**config.mk**
```make
export PLATFORM = sky130hd
export DESIGN_NAME = sel_mux_buf
export DESIGN_NICKNAME = d
export VERILOG_FILES = /design/src/rtl/sel_mux_buf.sv
export SDC_FILE = /design/constraint.sdc
export NUM_CORES = 1
export LEC_CHECK = 0
export CAP_MARGIN = 0
export CORE_AREA = 8 8 45 47
export CTS_BUF_LIST = sky130_fd_sc_hd__clkbuf_8
export CTS_CLUSTER_DIAMETER = 100
export DETAILED_ROUTE_END_ITERATION = 7
export DIE_AREA = 0 0 53 55
export PLACE_DENSITY_LB_ADDON = 0.12
export SLEW_MARGIN = 10
export SYNTH_ARGS = -nofsm -noshare
export SYNTH_HDL_FRONTEND = slang
export SYNTH_SLANG_ARGS = --single-unit
export TNS_END_PERCENT = 100
```
**constraint.sdc**
```tcl
create_clock -name clk -period 1.4 [get_ports clk]
set_clock_uncertainty 0.1 [all_clocks]
set_input_delay 0.28 -clock clk [delete_from_list [all_inputs] [get_ports clk]]
set_output_delay 0.28 -clock clk [all_outputs]
set_load 0.05 [all_outputs]
```
**src/rtl/sel_mux_buf.sv**
```systemverilog
`timescale 1ns/1ps
`default_nettype none
// ============================================================================
// Module   : sel_mux_buf
// Purpose  : N-input WIDTH-bit selector with a one-entry registered output
//            buffer. Channel choice is either an explicit index (mode 0) or
//            round-robin among requesting channels (mode 1). All channels use
//            valid/ready handshakes; the consumer side may stall.
// Revision : 1.0 - initial release
// ============================================================================
module sel_mux_buf #(
   parameter int WIDTH = 5,
   parameter int N     = 2,
   parameter int SELW  = $clog2(N)
) (
   input  logic                 clk,
   input  logic                 reset,
   input  logic                 mode,
   input  logic [SELW-1:0]      sel,
   input  logic [N*WIDTH-1:0]   in_data,
   input  logic [N-1:0]         in_valid,
   output logic [N-1:0]         in_ready,
   output logic [WIDTH-1:0]     out_data,
   output logic [SELW-1:0]      out_chan,
   output logic                 out_valid,
   input  logic                 out_ready
);

   localparam logic [SELW-1:0] C_LAST = SELW'(N - 1);

   // Output buffer and round-robin pointer
   logic [WIDTH-1:0] data_q, data_d;
   logic [SELW-1:0]  chan_q, chan_d;
   logic             valid_q, valid_d;
   logic [SELW-1:0]  ptr_q, ptr_d;

   // Grant path
   logic             can_load;
   logic             grant;
   logic             load;
   logic [SELW-1:0]  gidx;
   logic [WIDTH-1:0] gdata;

   // The buffer can take a word when empty or when its word leaves this cycle.
   assign can_load = !valid_q || out_ready;
   assign load     = can_load && grant;

   // Pick the granted channel: explicit index, or first valid starting at ptr.
   always_comb begin
      int c;
      grant = 1'b0;
      gidx  = '0;
      c     = 0;
      if (!mode) begin
         // Indices at or beyond N match no channel, so they never grant.
         for (int i = 0; i < N; i++) begin
            if ((sel == SELW'(i)) && in_valid[i]) begin
               grant = 1'b1;
               gidx  = SELW'(i);
            end
         end
      end else begin
         for (int k = 0; k < N; k++) begin
            c = (int'(ptr_q) + k) % N;
            if (!grant && in_valid[c]) begin
               grant = 1'b1;
               gidx  = SELW'(c);
            end
         end
      end
   end

   // Route the granted channel's word toward the buffer register only.
   always_comb begin
      gdata = '0;
      for (int i = 0; i < N; i++) begin
         if (gidx == SELW'(i)) begin
            gdata = in_data[i*WIDTH +: WIDTH];
         end
      end
   end

   // One-hot accept toward the producers; only the granted channel is consumed.
   for (genvar i = 0; i < N; i++) begin : g_ready
      assign in_ready[i] = load && (gidx == SELW'(i));
   end

   // Next-state for the buffer and the round-robin pointer.
   always_comb begin
      data_d  = data_q;
      chan_d  = chan_q;
      valid_d = valid_q;
      ptr_d   = ptr_q;
      if (load) begin
         data_d  = gdata;
         chan_d  = gidx;
         valid_d = 1'b1;
         if (mode) begin
            ptr_d = (gidx == C_LAST) ? '0 : gidx + SELW'(1);
         end
      end else if (out_ready) begin
         // Word taken (or buffer already empty) with nothing to replace it.
         valid_d = 1'b0;
      end
   end

   // State registers; reset empties the buffer and restarts arbitration at 0.
   always_ff @(posedge clk) begin
      if (reset) begin
         data_q  <= '0;
         chan_q  <= '0;
         valid_q <= 1'b0;
         ptr_q   <= '0;
      end else begin
         data_q  <= data_d;
         chan_q  <= chan_d;
         valid_q <= valid_d;
         ptr_q   <= ptr_d;
      end
   end

   assign out_data  = data_q;
   assign out_chan  = chan_q;
   assign out_valid = valid_q;

endmodule
`default_nettype wire
```
Word level (Yosys, flattened, before mapping)
Index checks and enable logic that the tools add are counted.

word-level totals
  register bits = 8
  word-level logic and storage cells = 41

cells by class
  $add $sub $neg = 2
  $lt $le $gt $ge = 2
  multiplexer cells = 19
  bitwise operators = 3
  reductions and logical operators = 11

operators by type and width
  cell                                                count
  two-way mux 1 bit                                   18
  logical AND 1 bit                                   6
  two-way mux 5 bit                                   1
  < comparator 2 x 3 -> 1 bit, second input constant  1
  adder 1 bit, second input constant                  2
  zero test 1 bit                                     2
  < comparator 1 x 2 -> 1 bit, second input constant  1
  NOT 1 bit                                           2
  AND reduction 2 bit                                 1
  nonzero test 2 bit                                  1
  AND 1 bit, first input constant                     1
  logical OR 1 bit                                    1

Longest topological paths before layout
Gate-level depths: netlist of run 1.

  depth after elaboration = 10
  gate-level depth with buffers = 5
  mapped depth without buffers = 4

Worst setup path before layout of run 1
Ideal clock, no wire load.

  path type = flip-flop to output port
  start point = reg valid_q, in the netlist out_valid
  end point = out in_ready[0]
  arrival time = 1.655 ns
  data required time = 1.020 ns
  setup slack = -0.635 ns
  cell stages (with the launch flop) = 4
  path buffers = 0
  cells stage by stage = dfxtp_1 > nand2b_1 > o221ai_4 > a21oi_1

on the way
  cells in the longest elaborated chain, start to end = 4

ends and longest elaborated chain
  what                    RTL line  RTL
  start, declared         34        logic valid_q, valid_d;
  start signal, assigned  117       valid_q <= valid_d;
  zero test 1 bit         45        assign can_load = !valid_q || out_ready;
  logical OR 1 bit        45
  logical AND 1 bit       46        assign load = can_load && grant;
  logical AND 1 bit       85        assign in_ready[i] = load && (gidx == SELW'(i));
  end, declared           22        output logic [N-1:0] in_ready,

No other way between the ends.

Final worst setup path of run 1
Ends and elaborated chain as after synthesis.

==> results of run 1 <==
[flip-flops by register name, summed over array words and instances (netlist names)]
register   count
out_data       5
out_chan       1
out_valid      1
ptr_q          1
[worst reg2reg max path, delay by kind of cell (launching register included)]
family / cells / cell delay, ps
simple gates: 2 / 260
buf+inv: 2 / 260
compound gates: 2 / 250
flops: 1 / 360
[layout make-up]
cell class / instances / area (µm²)
multi-input cells: 31 / 262
clock inverters: 1 / 3.75
well taps: 16 / 20.0
repair buffers: 37 / 425
clock buffers: 3 / 41.3
fillers: 122 / 468
flip-flops and latches: 8 / 164
[path summary, 6_finish.rpt]
check | from | to | cells after the start
min | ptr_q | ptr_q | 2
max reg2reg | out_valid | out_data[0] | 6
min reg2reg | ptr_q | ptr_q | 2
max | out_valid | in_ready[0] | 5
[cell families after synthesis]
| logic type | share of synthesized area (%) |
|---|---|
| simple gates | 14.3 |
| buf+inv | 3.82 |
| compound gates | 34.7 |
| flops | 40.8 |
| mux | 6.37 |
[per-layer routing]
layer,global-route usage [%],routed length (µm),vias to the layer above
li1,-,-,238
met1,9.33,526,230
met2,17.8,778,16
met3,3.21,83,0
met4,6.47,0,0
met5,0,0,-
[power by group through the flow]
stage	Combinational, mW	Clock (mW)	Sequential [mW]
after detailed placement	0.349	0	0.274
after CTS	0.354	0.294	0.270
after global routing	0.386	0.311	0.274
final	0.367	0.281	0.272
after global placement	0.349	0	0.274
after floorplan	0.105	0	0.326
[synthesized netlist by cell type]
| cell | count | area [µm²] |
|---|---|---|
| nand2_1 | 1 | 3.75 |
| o21a_1 | 1 | 7.51 |
| o221ai_4 | 1 | 26.3 |
| mux2i_1 | 1 | 10.0 |
| nand3b_1 | 1 | 7.51 |
| nand2b_1 | 1 | 6.26 |
| a22oi_1 | 5 | 37.5 |
| o221a_2 | 1 | 11.3 |
| and3_1 | 1 | 6.26 |
| buf_1 | 1 | 3.75 |
| o211ai_1 | 1 | 7.51 |
| nor2_1 | 2 | 7.51 |
| nand3_1 | 5 | 25.0 |
| dfxtp_1 | 8 | 160 |
| buf_6 | 1 | 11.3 |
| o22ai_1 | 1 | 6.26 |
| a21oi_1 | 8 | 40.0 |
| mux2_4 | 1 | 15.0 |
[layout by cell type, fill, tap and decap left out, types with 2 or more instances in the layout]
cell / n
buf_2: 2
nand3_1: 5
a22oi_2: 4
a21oi_1: 7
nor2_1: 2
clkdlybuf4s50_1: 11
clkbuf_8: 3
buf_12: 9
buf_4: 9
dfxtp_1: 7
buf_6: 3
[timing repair]
action	4_1_cts	5_1_grt
gates resized for setup	15	8
buffers inserted	1	2
pin swaps	4	6
gates cloned	0	0
setup endpoints to repair	9	3
[through the flow]
| step | util (%) | setup TNS (ps) |
|---|---|---|
| 6_report | 66.2 | -239 |
| 5_1_grt | 66.2 | -343 |
| 4_1_cts | 63.9 | -177 |
| 3_5_place_dp | 59.9 | -4290 |
| 3_3_place_gp | 59.9 | -4300 |
| 2_1_floorplan | - | 0 |
==> run metrics, run 1 <==
Clock Tree Root=clkbuf_8; failing checks=negative setup slack; # Max-Cap Violations=0; Die H=55 µm; layout cell share with drive strength beyond 1=47.5%; Clk pwr share=30.6%; Initial Util=28.4%; Psw=284 µW; Worst EP arrival=1150 ps; CTS tree=done; global route total overflow=0; Post-Syn Instances=41; clock slew at reported path FFs=40 ps; CP max-delay cell=dfxtp_4; Max Clock Freq=652 MHz; Switching Share=30.9%; antenna violations before repair=0; H-Tree Depth=1; first-pass GRT wire length=2110 µm; outcome=finished, violations left; syn avg cell area=9.58 µm²; Layout Nets=98; cell row count=14; critical path class=reg2out; CP delay by family, top=flip-flops; dpl cell area=828 µm²; Pins Over Slew Limit=0; clk buf depth=2; DP HPWL=998 µm; flops & latches, synth=8; Reg power frac=29.6%; worst path buffer plus inverter count=2; vias=484; I/O pins=26; count of cell types in the netlist=18; port bufs=25; cts bufs inserted=3; DRT Pass-1 Iters=5; total power=920 µW; crit end category=output port; unrepaired setup endpoints after global routing=yes; vias in the first global route=491; final setup margin=-134 ps; leakage power=0.373 nW; CP cell instances=nand2b_4 -> buf_6 -> o221ai_4 -> a21oi_4 -> buf_12; Cell Area, Synth=393 µm²; largest net degree at the start of global routing=9; Skew-Pair Late Insertion Delay=230 ps; vias per cell=5.04; part of the power in combinational logic=39.9%; GRT Util Overall=9.80%; worst stage delay on the critical path=350 ps; Min Clock Period, post-route=1530 ps; die area=0.00292 mm²; Worst Hold Margin=399 ps; First DRT Iteration DRCs=11; data required time of the critical path=1020 ps; diode count=0; DRC=0; Mapped Nets=58; area grow syn2layout=133%; worst-path maximum fanout=3; WL/cell=14.4 µm; Final ANT Viol Nets=0; placed insts=89; Max IR drop VDD=0.000682 V; crit start category=flop; Final period util=110%; Final Routed Wirelength=1390 µm; Final Setup Violations=2; Worst-Margin Slew=291 ps; Pwr per Cell Area=1000 mW/mm²; cts hold-fix bufs=0; Hold Violations, Final=0; worst min path class=reg2reg; Placer Congestion=0.796; Die X=53 µm; r2r setup slk=40 ps; Cell Int Power=636 µW; Finished Layout Cells=96; CORE AREA=0.00138 mm²; pre-CTS WS=-499 ps; Sink Count=8; Design Area, Final=916 µm²; Seq/Total Area, Yosys=40.8%; Rel. slew slack=80.5%; synth warn=0
(Power assumes the default switching activity.)
==> run 2: changes to the inputs <==
--- a/config.mk
+++ b/config.mk
@@ -12,6 +12,7 @@
 export DETAILED_ROUTE_END_ITERATION = 7
 export DIE_AREA = 0 0 53 55
 export PLACE_DENSITY_LB_ADDON = 0.12
+export SKIP_CTS_REPAIR_TIMING = 1
 export SLEW_MARGIN = 10
 export SYNTH_ARGS = -nofsm -noshare
 export SYNTH_HDL_FRONTEND = slang
==> run metrics, run 2 (synthesized netlist as in run 1, its figures left out) <==
Die X=53 µm (unchanged); fillers=117 (was 122); met2 WL=740 µm (was 778 µm); cell row count=14 (unchanged); pre-CTS WS=-499 ps (unchanged); Pins Over Slew Limit=0 (unchanged); I/O pins=26 (unchanged); vias in the first global route=480 (was 491); met1 WL=573 µm (was 526 µm); clock slew at reported path FFs=50 ps (was 40 ps); critical path class=reg2out (unchanged); H-Tree Depth=1 (unchanged); Pwr per Cell Area=999 mW/mm² (was 1000 mW/mm²); GRT Util Overall=9.26% (was 9.80%); DRT Pass-1 Iters=2 (was 5); Worst EP arrival=1160 ps (was 1150 ps); Routed met3 length=47 µm (was 83 µm); CTS tree=done (unchanged); max reg flops=5 (unchanged); Top Metal Used=met3 (unchanged); Layout Nets=97 (was 98); die area=0.00292 mm² (unchanged); First DRT Iteration DRCs=9 (was 11); # Max-Cap Violations=0 (unchanged); Final ANT Viol Nets=0 (unchanged); leakage power=0.408 nW (was 0.373 nW); Hold Violations, Final=0 (unchanged); Skew-Pair Late Insertion Delay=230 ps (about the same); antenna violations before repair=0 (unchanged); DP HPWL=998 µm (unchanged); layout cell share with drive strength beyond 1=39.2% (was 47.5%); unrepaired setup endpoints after global routing=yes (unchanged); clk buf depth=2 (unchanged); data required time of the critical path=1020 ps (about the same); vias=478 (was 484); Rel. slew slack=79.5% (was 80.5%); Initial Util=28.4% (unchanged); Die H=55 µm (unchanged); crit end category=output port (unchanged); worst min path class=reg2reg (unchanged); Clock Tree Root=clkbuf_8 (unchanged); first-pass GRT wire length=2000 µm (was 2110 µm); Sink Count=8 (unchanged); Max IR drop VDD=0.000670 V (was 0.000682 V); Worst-Margin Slew=306 ps (was 291 ps); port bufs=25 (unchanged); crit start category=flop (unchanged); Final Routed Wirelength=1360 µm (was 1390 µm); outcome=finished, violations left (unchanged); Placer Congestion=0.796 (unchanged); worst-path maximum fanout=3 (unchanged); most common cell after layout, fill and taps aside=clkdlybuf4s50_1 (unchanged); Final Setup Violations=2 (unchanged); Final period util=110% (about the same); vias per cell=5.03 (was 5.04); DRC=0 (unchanged); Min Clock Period, post-route=1540 ps (was 1530 ps); setup TNS=-186 ps (was -239 ps); most frequent cells in the layout=clkdlybuf4s50_1 (11), buf_4 (10), buf_12 (9) (was clkdlybuf4s50_1 (11), buf_12 (9), buf_4 (9)); largest net degree at the start of global routing=9 (unchanged); final setup margin=-136 ps (was -134 ps); failing checks=negative setup slack (unchanged); CORE AREA=0.00138 mm² (unchanged); WL/cell=14.3 µm (was 14.4 µm); global route total overflow=0 (unchanged); post-layout util=65.8% (was 66.2%); Max Clock Freq=651 MHz (was 652 MHz); diode count=0 (unchanged); area grow syn2layout=132% (was 133%); cts bufs inserted=3 (unchanged)
## run 2: path summary, 6_finish.rpt
path	startpoint	endpoint	slack, ps	cells after the start
worst max-delay path	out_valid	in_ready[0]	-140	5
worst min-delay path	ptr_q	ptr_q	380	2
worst max register to register	out_valid	ptr_q	130	6
worst min register to register	ptr_q	ptr_q	380	2
## run 2: critical path, cell delays in order (launching register included)
cell	delay [ps]
dfxtp_4	350
nand2b_4	80
buf_6	100
o221ai_4	90
a21oi_4	140
buf_12	150
## run 2: per-layer routing
metal,GRT usage [%],vias up
met5,0,-
met4,6.47,0
met3,2.94,0
met2,15.6,13
met1,9.63,230
li1,-,235
## run 2: metrics by stage
| step | cells | instance area, µm² | power (mW) | hold slack [ps] |
|---|---|---|---|---|
| final | 95 | 911 | 0.910 | 380 |
| after global routing | 95 | 911 | 0.958 | 402 |
| after CTS | 93 | 873 | 0.916 | 397 |
| after detailed placement | 89 | 828 | 0.623 | 387 |
| after global placement | 89 | 828 | 0.623 | 374 |
| after floorplan | 41 | 415 | 0.431 | 328 |
## run 2: power by group
| group | total, mW | switching [mW] | internal, mW |
|---|---|---|---|
| Sequential | 0.270 | 0.0205 | 0.250 |
| Combinational | 0.356 | 0.165 | 0.191 |
| Clock | 0.284 | 0.0942 | 0.190 |
| Total | 0.910 | 0.280 | 0.631 |
## run 2: final cells by class
cell class                      count  area, µm²  area share [%]
Timing Repair Buffer               36        439            48.2
Clock buffer                        3       41.3            4.53
Sequential cell                     8        165            18.1
Tap cell                           16       20.0            2.20
Clock inverter                      1       3.75           0.412
Multi-Input combinational cell     31        241            26.5
